**config.mk**
```make
export PLATFORM = sky130hd
export DESIGN_NAME = mem_bus_arbiter
export DESIGN_NICKNAME = d
export VERILOG_FILES = /design/src/rtl/mem_arb_pkg.sv /design/src/rtl/mem_bus_arbiter.sv
export SDC_FILE = /design/constraint.sdc
export NUM_CORES = 1
export LEC_CHECK = 0
export BUFFER_PORTS_ARGS = -buffer_cell sky130_fd_sc_hd__buf_2
export CAP_MARGIN = 20
export CORE_ASPECT_RATIO = 1.25
export CORE_MARGIN = 1
export CORE_UTILIZATION = 40
export DETAILED_ROUTE_END_ITERATION = 10
export PLACE_DENSITY = 0.73
export SYNTH_ARGS = -nofsm -noshare
export SYNTH_HDL_FRONTEND = slang
export SYNTH_SLANG_ARGS = --single-unit
```
**constraint.sdc**
```tcl
create_clock -name clk -period 1.5 [get_ports clk]
set_input_delay 0.225 -clock clk [delete_from_list [all_inputs] [get_ports clk]]
set_output_delay 0.225 -clock clk [all_outputs]
set_load 0.05 [all_outputs]
```
**src/rtl/mem_arb_pkg.sv**
```systemverilog
// Shared types and constants for the memory bus arbiter.
package mem_arb_pkg;

  typedef enum logic [1:0] {
    IDLE = 2'd0,
    BUS  = 2'd1,
    RESP = 2'd2
  } state_t;

  typedef enum logic {
    OWN_FETCH = 1'b0,
    OWN_DATA  = 1'b1
  } owner_t;

  // Instruction fetches always move a full word.
  localparam logic [3:0] FETCH_BE = 4'b1111;

endpackage

```
**src/rtl/mem_bus_arbiter.sv**
```systemverilog
// Two-master (fetch/data) arbiter onto a single Avalon-style memory bus.
// Data wins over fetch; the just-served master is ignored for one IDLE
// cycle so a requester still holding req after its ack is not regranted.
module mem_bus_arbiter
  import mem_arb_pkg::*;
(
  input  logic        clk,
  input  logic        reset,
  input  logic        if_req,
  input  logic [31:0] if_addr,
  output logic        if_ack,
  output logic [31:0] if_rdata,
  input  logic        d_req,
  input  logic        d_we,
  input  logic [31:0] d_addr,
  input  logic [31:0] d_wdata,
  input  logic [3:0]  d_be,
  output logic        d_ack,
  output logic [31:0] d_rdata,
  input  logic        waitrequest,
  input  logic [31:0] readdata,
  output logic [31:0] address,
  output logic        read,
  output logic        write,
  output logic [31:0] writedata,
  output logic [3:0]  byteenable,
  output logic        busy
);

  state_t      state_q;
  state_t      state_d;
  owner_t      owner_q;
  logic        we_q;
  logic [31:0] addr_q;
  logic [31:0] wdata_q;
  logic [3:0]  be_q;
  logic [31:0] if_rdata_q;
  logic [31:0] d_rdata_q;
  logic        mask_fetch_q;
  logic        mask_data_q;
  logic        grant_data;
  logic        grant_fetch;

  // State register; reset aborts whatever transaction is in flight.
  always_ff @(posedge clk) begin
    if (reset) begin
      state_q <= IDLE;
    end else begin
      state_q <= state_d;
    end
  end

  // Next-state, grant decision and bus strobes/acks decoded from state.
  always_comb begin
    state_d     = state_q;
    grant_data  = 1'b0;
    grant_fetch = 1'b0;
    read        = 1'b0;
    write       = 1'b0;
    if_ack      = 1'b0;
    d_ack       = 1'b0;
    case (state_q)
      IDLE: begin
        if (d_req && !mask_data_q) begin
          grant_data = 1'b1;
          state_d    = BUS;
        end else if (if_req && !mask_fetch_q) begin
          grant_fetch = 1'b1;
          state_d     = BUS;
        end
      end
      BUS: begin
        read  = (owner_q == OWN_FETCH) || !we_q;
        write = (owner_q == OWN_DATA) && we_q;
        if (!waitrequest) begin
          state_d = RESP;
        end
      end
      RESP: begin
        if_ack  = (owner_q == OWN_FETCH);
        d_ack   = (owner_q == OWN_DATA);
        state_d = IDLE;
      end
      default: begin
        state_d = IDLE;
      end
    endcase
  end

  // Capture the winner's operands at grant, latch read data on completion,
  // and arm the one-cycle holdoff mask for whoever was just acknowledged.
  always_ff @(posedge clk) begin
    if (reset) begin
      owner_q      <= OWN_FETCH;
      we_q         <= 1'b0;
      addr_q       <= 32'h0;
      wdata_q      <= 32'h0;
      be_q         <= 4'h0;
      if_rdata_q   <= 32'h0;
      d_rdata_q    <= 32'h0;
      mask_fetch_q <= 1'b0;
      mask_data_q  <= 1'b0;
    end else begin
      mask_fetch_q <= (state_q == RESP) && (owner_q == OWN_FETCH);
      mask_data_q  <= (state_q == RESP) && (owner_q == OWN_DATA);
      if (grant_data) begin
        owner_q <= OWN_DATA;
        we_q    <= d_we;
        addr_q  <= d_addr;
        wdata_q <= d_wdata;
        be_q    <= d_be;
      end else if (grant_fetch) begin
        owner_q <= OWN_FETCH;
        we_q    <= 1'b0;
        addr_q  <= if_addr;
        wdata_q <= 32'h0;
        be_q    <= FETCH_BE;
      end
      if ((state_q == BUS) && !waitrequest && read) begin
        if (owner_q == OWN_FETCH) begin
          if_rdata_q <= readdata;
        end else begin
          d_rdata_q <= readdata;
        end
      end
    end
  end

  assign address    = addr_q;
  assign writedata  = wdata_q;
  assign byteenable = be_q;
  assign if_rdata   = if_rdata_q;
  assign d_rdata    = d_rdata_q;
  assign busy       = (state_q != IDLE);

endmodule
```
==> results of run 1 <==
-- final timing paths --
check / startpoint / to / slack [ps] / depth (start not counted)
worst max-delay path: state_q[1]$_SDFFE_PP0P_ / d_ack / 7 / 4
worst min-delay path: d_wdata[5] / writedata[5]$_SDFFE_PP0P_ / 50 / 3
worst max register to register: state_q[1]$_SDFFE_PP0P_ / d_rdata[27]$_SDFFE_PP0P_ / 70 / 5
worst min register to register: if_rdata[14]$_SDFFE_PP0P_ / if_rdata[14]$_SDFFE_PP0P_ / 450 / 2
-- cell families (layout without fill, tap and decap cells) --
kind of cell	Yosys count	after routing	share of synthesized area, %
and+or+nand+nor	291	291	22.84
AOI/OAI and AO/OA	134	134	17.42
DFF	138	138	54.87
buffers and inverters	53	331	4.871
-- stage by stage --
stage	util (%)	power, µW	std cells
CTS	60.11	10040	1059
global placement	55.11	6103	1028
floorplan	-	5447	616
global route	60.12	10380	1058
finish	60.12	9923	1058
detailed placement	55.11	6119	1028
-- flip-flops by register name, indices dropped and copies added (netlist names) --
signal and cells:
byteenable 4, writedata 32, mask_data_q 1, state_q 2
owner_q 1, mask_fetch_q 1, address 32, if_rdata 32
d_rdata 32, we_q 1
-- where the power goes --
group	total, µW	switching, µW	internal (µW)
Sequential	4010	114	3900
Combinational	2040	1420	618
Clock	3870	1600	2280
Total	9920	3130	6790
-- repair_timing --
action / in CTS / in global routing
pin swaps: 2 / 0
setup buffers: 1 / 0
gates cloned: 0 / 0
resized for setup: 19 / 3
endpoints found under the setup margin: 5 / 20
-- metal layers --
layer  track usage [%]  vias up  wire length, µm
met4             7.899        0              230
met5                 0        -                0
met1             23.96     2290             5963
li1                  -     2604                -
met3             6.619       20              966
met2             37.39      182             6833
-- cells in the final DEF (no fill, tap or decap), drive strengths merged --
cell type / Yosys / layout
clkinv: 0 / 6
nor2: 77 / 77
bufinv: 0 / 1
or3: 1 / 1
nand4: 1 / 1
o21a: 1 / 1
buf: 18 / 299
clkinvlp: 0 / 2
or4: 1 / 1
nand3b: 1 / 1
nand2b: 3 / 3
o21ai: 1 / 1
inv: 2 / 6
a311oi: 31 / 31
nor2b: 2 / 2
nor4: 1 / 1
a21oi: 67 / 67
clkbuf: 33 / 17
nor3: 9 / 9
nand2: 195 / 195
a31oi: 1 / 1
a22oi: 33 / 33
dfxtp: 138 / 138
-- cell type report --
| type | count | area [µm²] |
|---|---|---|
| clock buffer | 17 | 425.4 |
| clock inverter | 13 | 120.1 |
| fill | 1182 | 4872 |
| inverter | 2 | 7.507 |
| multi-input combinational | 425 | 2083 |
| sequential | 138 | 2766 |
| tap | 164 | 205.2 |
| timing repair buffer | 299 | 1738 |
-- worst max-delay path: stages (launching register included) --
cell,delay [ps]
dfxtp_2,350
buf_4,150
nand2b_4,80
nor2_2,120
buf_6,170
==> impl_metrics.yaml, run 1 <==
placement:
  io_buffers: 274
  dpl.hpwl_mm: 9.820
  pre_cts_ws_ps: 50.39
  gp_congestion: 0.7709
  placed_cell_area_um2: 6733
sta:
  setup_viol: 0
  slew_headroom_pct: 76.06
  holdWs_ps: 52.40
  rsz0062_at_grt: "yes"
  clock_skew_ps: 6.518
  setup_ws_ps: 6.764
  period_minus_slack_ps: 1493
  finalSetupTns_ps: 0
  min_period_over_period_pct: 99.55
  clock.fmax_mhz: 669.7
  drv_slew: 0
  tightest_slew_ps: 359.0
  hold_violations: 0
synth:
  yosys-top-cells-count: "195 x nand2_1, 138 x dfxtp_1, 76 x nor2_1"
  synth.yosys.seq_area_share_pct: 54.87
  ys_warn_count: 0
  yosysTopAreaCell: "dfxtp_1"
  ys_seq_elements: 138
  netlist.area_leader.share_pct: 54.87
  syn_nets: 754
  syn_area_um2: 5035
  synth.area.top_cells: "dfxtp_1 55%, nand2_1 15%, a21oi_1 6.7%"
  ys_types: 24
  post-synth-top-count-cell: "nand2_1"
  synth_cells: 616
  syn_avg_cell_area_um2: 8.173
  synth_ff_type: "dfxtp_1"
  synth_edf_count: 0
  synth_async_sr_flop_share_pct: 0
global_routing:
  grt_overflow: 0
  grt_max_degree: 79
  antenna_found_initial: 0
  grt_pass1_wl_mm: 21.82
  grt_pass1_vias: 4674
  grtUsageTotal_pct: 21.35
drt:
  antenna_left: 0
  drc: 0
  viasPerCell: 4.817
  wire_per_inst_um: 13.23
  vias: 5096
  wirelength_mm: 13.99
  drt_pass1_iterations: 6
  drtIter0Drc: 183
pwr:
  ir_worst_vdd_mv: 0.5687
  p_per_area_nw_per_um2: 1351
  power.leakage_uw: 0.003440
layout:
  synthToLayoutAreaGrowth_pct: 45.90
  layout.nets: 1021
  num_antenna_cells: 0
  layout-drive-gt1-share_pct: 38.59
  fin_area_um2: 7346
setup_path:
  startpoint_type: "flip-flop"
  cp-end-kind: "output pin"
  worstPathRequired_ps: 1270
  crit_type: "reg2out"
  crit_fanout: 4
  arrival_ps: 1270
clock_network:
  clockRootBuffer: "clkbuf_16"
  cts_buffers: 17
  htree_levels: 4
  cts_hold_buf: 0
  cts_buffer_depth: 2
  cts_tree: "built"
  clock_sinks: 138
  clock_latency_ps: 410
  clk_pin_slew_worst_paths_ps: 60
status:
  status: "finished clean"
floorplanning:
  die_w_um: 102.3
  start_util_pct: 41.21
  num_io_pins: 275
  core_area_um2: 12220
  rows: 45
  fp.dieH_um: 127.4
  dieArea_um2: 13040
min_path:
  min_path_type: "in2reg"
run:
  max-cap-violations: 0
No activity file was read; power rests on OpenSTA's default activity.
==> run 2, diff against run 1 <==
- BUFFER_PORTS_ARGS: -buffer_cell sky130_fd_sc_hd__buf_2 -> default
- CORE_AREA: default -> 2 2 107 109
- CORE_ASPECT_RATIO: 1.25 -> default
- CORE_MARGIN: 1 -> default
- CORE_UTILIZATION: 40 -> default
- DIE_AREA: default -> 0 0 109 111
- DONT_BUFFER_PORTS: default -> 1
- PLACE_DENSITY: 0.73 -> 0.6
==> impl_metrics.yaml, run 2 (synthesized netlist as in run 1, its figures left out) <==
setup_path:
  reg2reg_slack_ps: -70
  worstPathRequired_ps: 1850
  arrival_ps: 1910
  r2r-end: "d_rdata[13]$_SDFFE_PP0P_"
  reg2reg_from: "state_q[1]$_SDFFE_PP0P_"
  crit_type: "reg2reg"
  startpoint_type: "flip-flop"
  crit_fanout: 16
  cp-end-kind: "flip-flop"
  reg2regPathDepth: 8
sta:
  slew_headroom_pct: 62.71
  drv_slew: 0
  holdWs_ps: -122.4
  period_minus_slack_ps: 1565
  setup_viol: 35
  setup_ws_ps: -65.33
  clock_skew_ps: 6.477
  tightest_slew_ps: 558.5
  min_period_over_period_pct: 104.4
  rsz0062_at_grt: "yes"
  clock.fmax_mhz: 638.8
  hold_violations: 131
layout:
  fin_cells: 877
  multiInputGateArea_um2: 2311
  layout.nets: 858
  nFillCells: 920
  final_core_util_pct: 64.29
  seq_area_um2: 2770
  layout_commonest_cell: "nand2_1"
  layout_common_cells: "179 x nand2_1, 134 x dfxtp_1, 108 x buf_4"
  fin_area_um2: 7122
  synthToLayoutAreaGrowth_pct: 41.45
  layout-drive-gt1-share_pct: 30.56
floorplanning:
  dieArea_um2: 12100
  rows: 39
  fp.dieH_um: 111
  num_io_pins: 275
  core_area_um2: 11080
  start_util_pct: 45.45
  die_w_um: 109
drt:
  drtIter0Drc: 325
  antenna_left: 0
  drc: 0
  vias: 4722
  wire_per_inst_um: 17.18
  drt_pass1_iterations: 4
  wirelength_mm: 15.07
  viasPerCell: 5.384
global_routing:
  antenna_found_initial: 1
  grt_max_degree: 139
  grt_pass1_vias: 4363
  grt_pass1_wl_mm: 21.18
  grt_overflow: 0
  grtUsageTotal_pct: 22.78
pwr:
  ir_worst_vdd_mv: 0.8917
  p_per_area_nw_per_um2: 1415
  power.internal_uw: 7056
  power.leakage_uw: 0.002906
  p_seq_share_pct: 41.3
  power_frac_clock_pct: 40.3
  p_sw_uw: 3024
  sw_frac_of_total_pct: 30.00
  pwr-share-comb_pct: 18.5
  totalPowerFinal_uw: 10080
clock_network:
  cts_buffer_depth: 2
  cts_tree: "built"
  clk_pin_slew_worst_paths_ps: 60
  cts_hold_buf: 4
  clock_sinks: 138
  cts_buffers: 17
  clockRootBuffer: "clkbuf_16"
  htree_levels: 4
  clock_latency_ps: 420
min_path:
  holdPathEnd: "d_rdata[9]$_SDFFE_PP0P_"
  hold_start: "reset"
  min_path_type: "in2reg"
  hold_depth: 1
placement:
  pre_cts_ws_ps: 75.84
  placed_cells: 826
  placed_cell_area_um2: 5993
  gp_congestion: 0.8349
  io_buffers: 0
  dpl.hpwl_mm: 9.433
run:
  max-cap-violations: 0
status:
  violations: "hold timing, setup timing"
  status: "finished with violations"
[run 2: cell count changes in the layout (fill, tap and decap cells not counted), moves of 10 or more]
cell and delta:
nand2_1 -16, a21oi_1 -17, nand2_4 +10, buf_4 +95, buf_2 -268, a21oi_2 +16
[run 2: area by class of cell]
type | count | area share (%)
well taps | 143 | 2.512
clock inverters | 12 | 1.739
repair buffers | 136 | 17.80
clock buffers | 20 | 6.413
flip-flops and latches | 138 | 38.90
diodes | 1 | 0.03514
inverters | 2 | 0.1581
multi-input cells | 425 | 32.45
[run 2: power by group through the flow]
stage                     logic [µW]  registers, µW  clock network (µW)
after floorplan                  604           4840                   0
after global placement          1660           4220                   0
after detailed placement        1690           4230                   0
after CTS                       1750           4160                4120
after global routing            1980           4180                4280
final                           1860           4160                4060
[run 2: worst max path at each step]
stage,to,slack [ps],startpoint
2_1_floorplan,d_rdata[10]$_SDFFE_PP0P_,10,state_q[1]$_SDFFE_PP0P_
3_3_place_gp,d_rdata[4]$_SDFFE_PP0P_,120,owner_q$_SDFFE_PP0P_
3_5_place_dp,d_rdata[6]$_SDFFE_PP0P_,80,state_q[1]$_SDFFE_PP0P_
4_1_cts,d_ack,-50,state_q[0]$_SDFFE_PP0P_
5_1_grt,d_rdata[13]$_SDFFE_PP0P_,-130,state_q[1]$_SDFFE_PP0P_
6_report,d_rdata[13]$_SDFFE_PP0P_,-70,state_q[1]$_SDFFE_PP0P_
[run 2: timing repair]
action | 4_1_cts | 5_1_grt
cloned | 0 | 5
pin swaps | 1 | 24
endpoints found under the hold margin | 138 | 135
setup buffers | 6 | 3
resized for setup | 25 | 58
endpoints found under the setup margin | 5 | 94
[run 2: layer usage]
| layer | GRT usage (%) | part of all wire [%] | vias up |
|---|---|---|---|
| met5 | 0 | 0 | - |
| met4 | 12.14 | 3.1 | 0 |
| met3 | 9.171 | 10 | 35 |
| met2 | 36.73 | 49 | 233 |
| met1 | 25.38 | 38 | 2177 |
| li1 | - | - | 2277 |
[run 2: metrics by stage]
stage	hold WS, ps	setup TNS (ps)
after CTS	-138.6	-208.8
after detailed placement	307.8	0
after global placement	306.5	0
after floorplan	304.3	0
final	-122.4	-1280
after global routing	-134.6	-3709
[run 2: critical path: stages (launching register included)]
cell       delay [ps]
dfxtp_2           330
nand2b_4          150
buf_6             130
buf_6             120
nor4_4            220
buf_6             170
clkbuf_16         180
nand2_1            80
a21oi_1           120
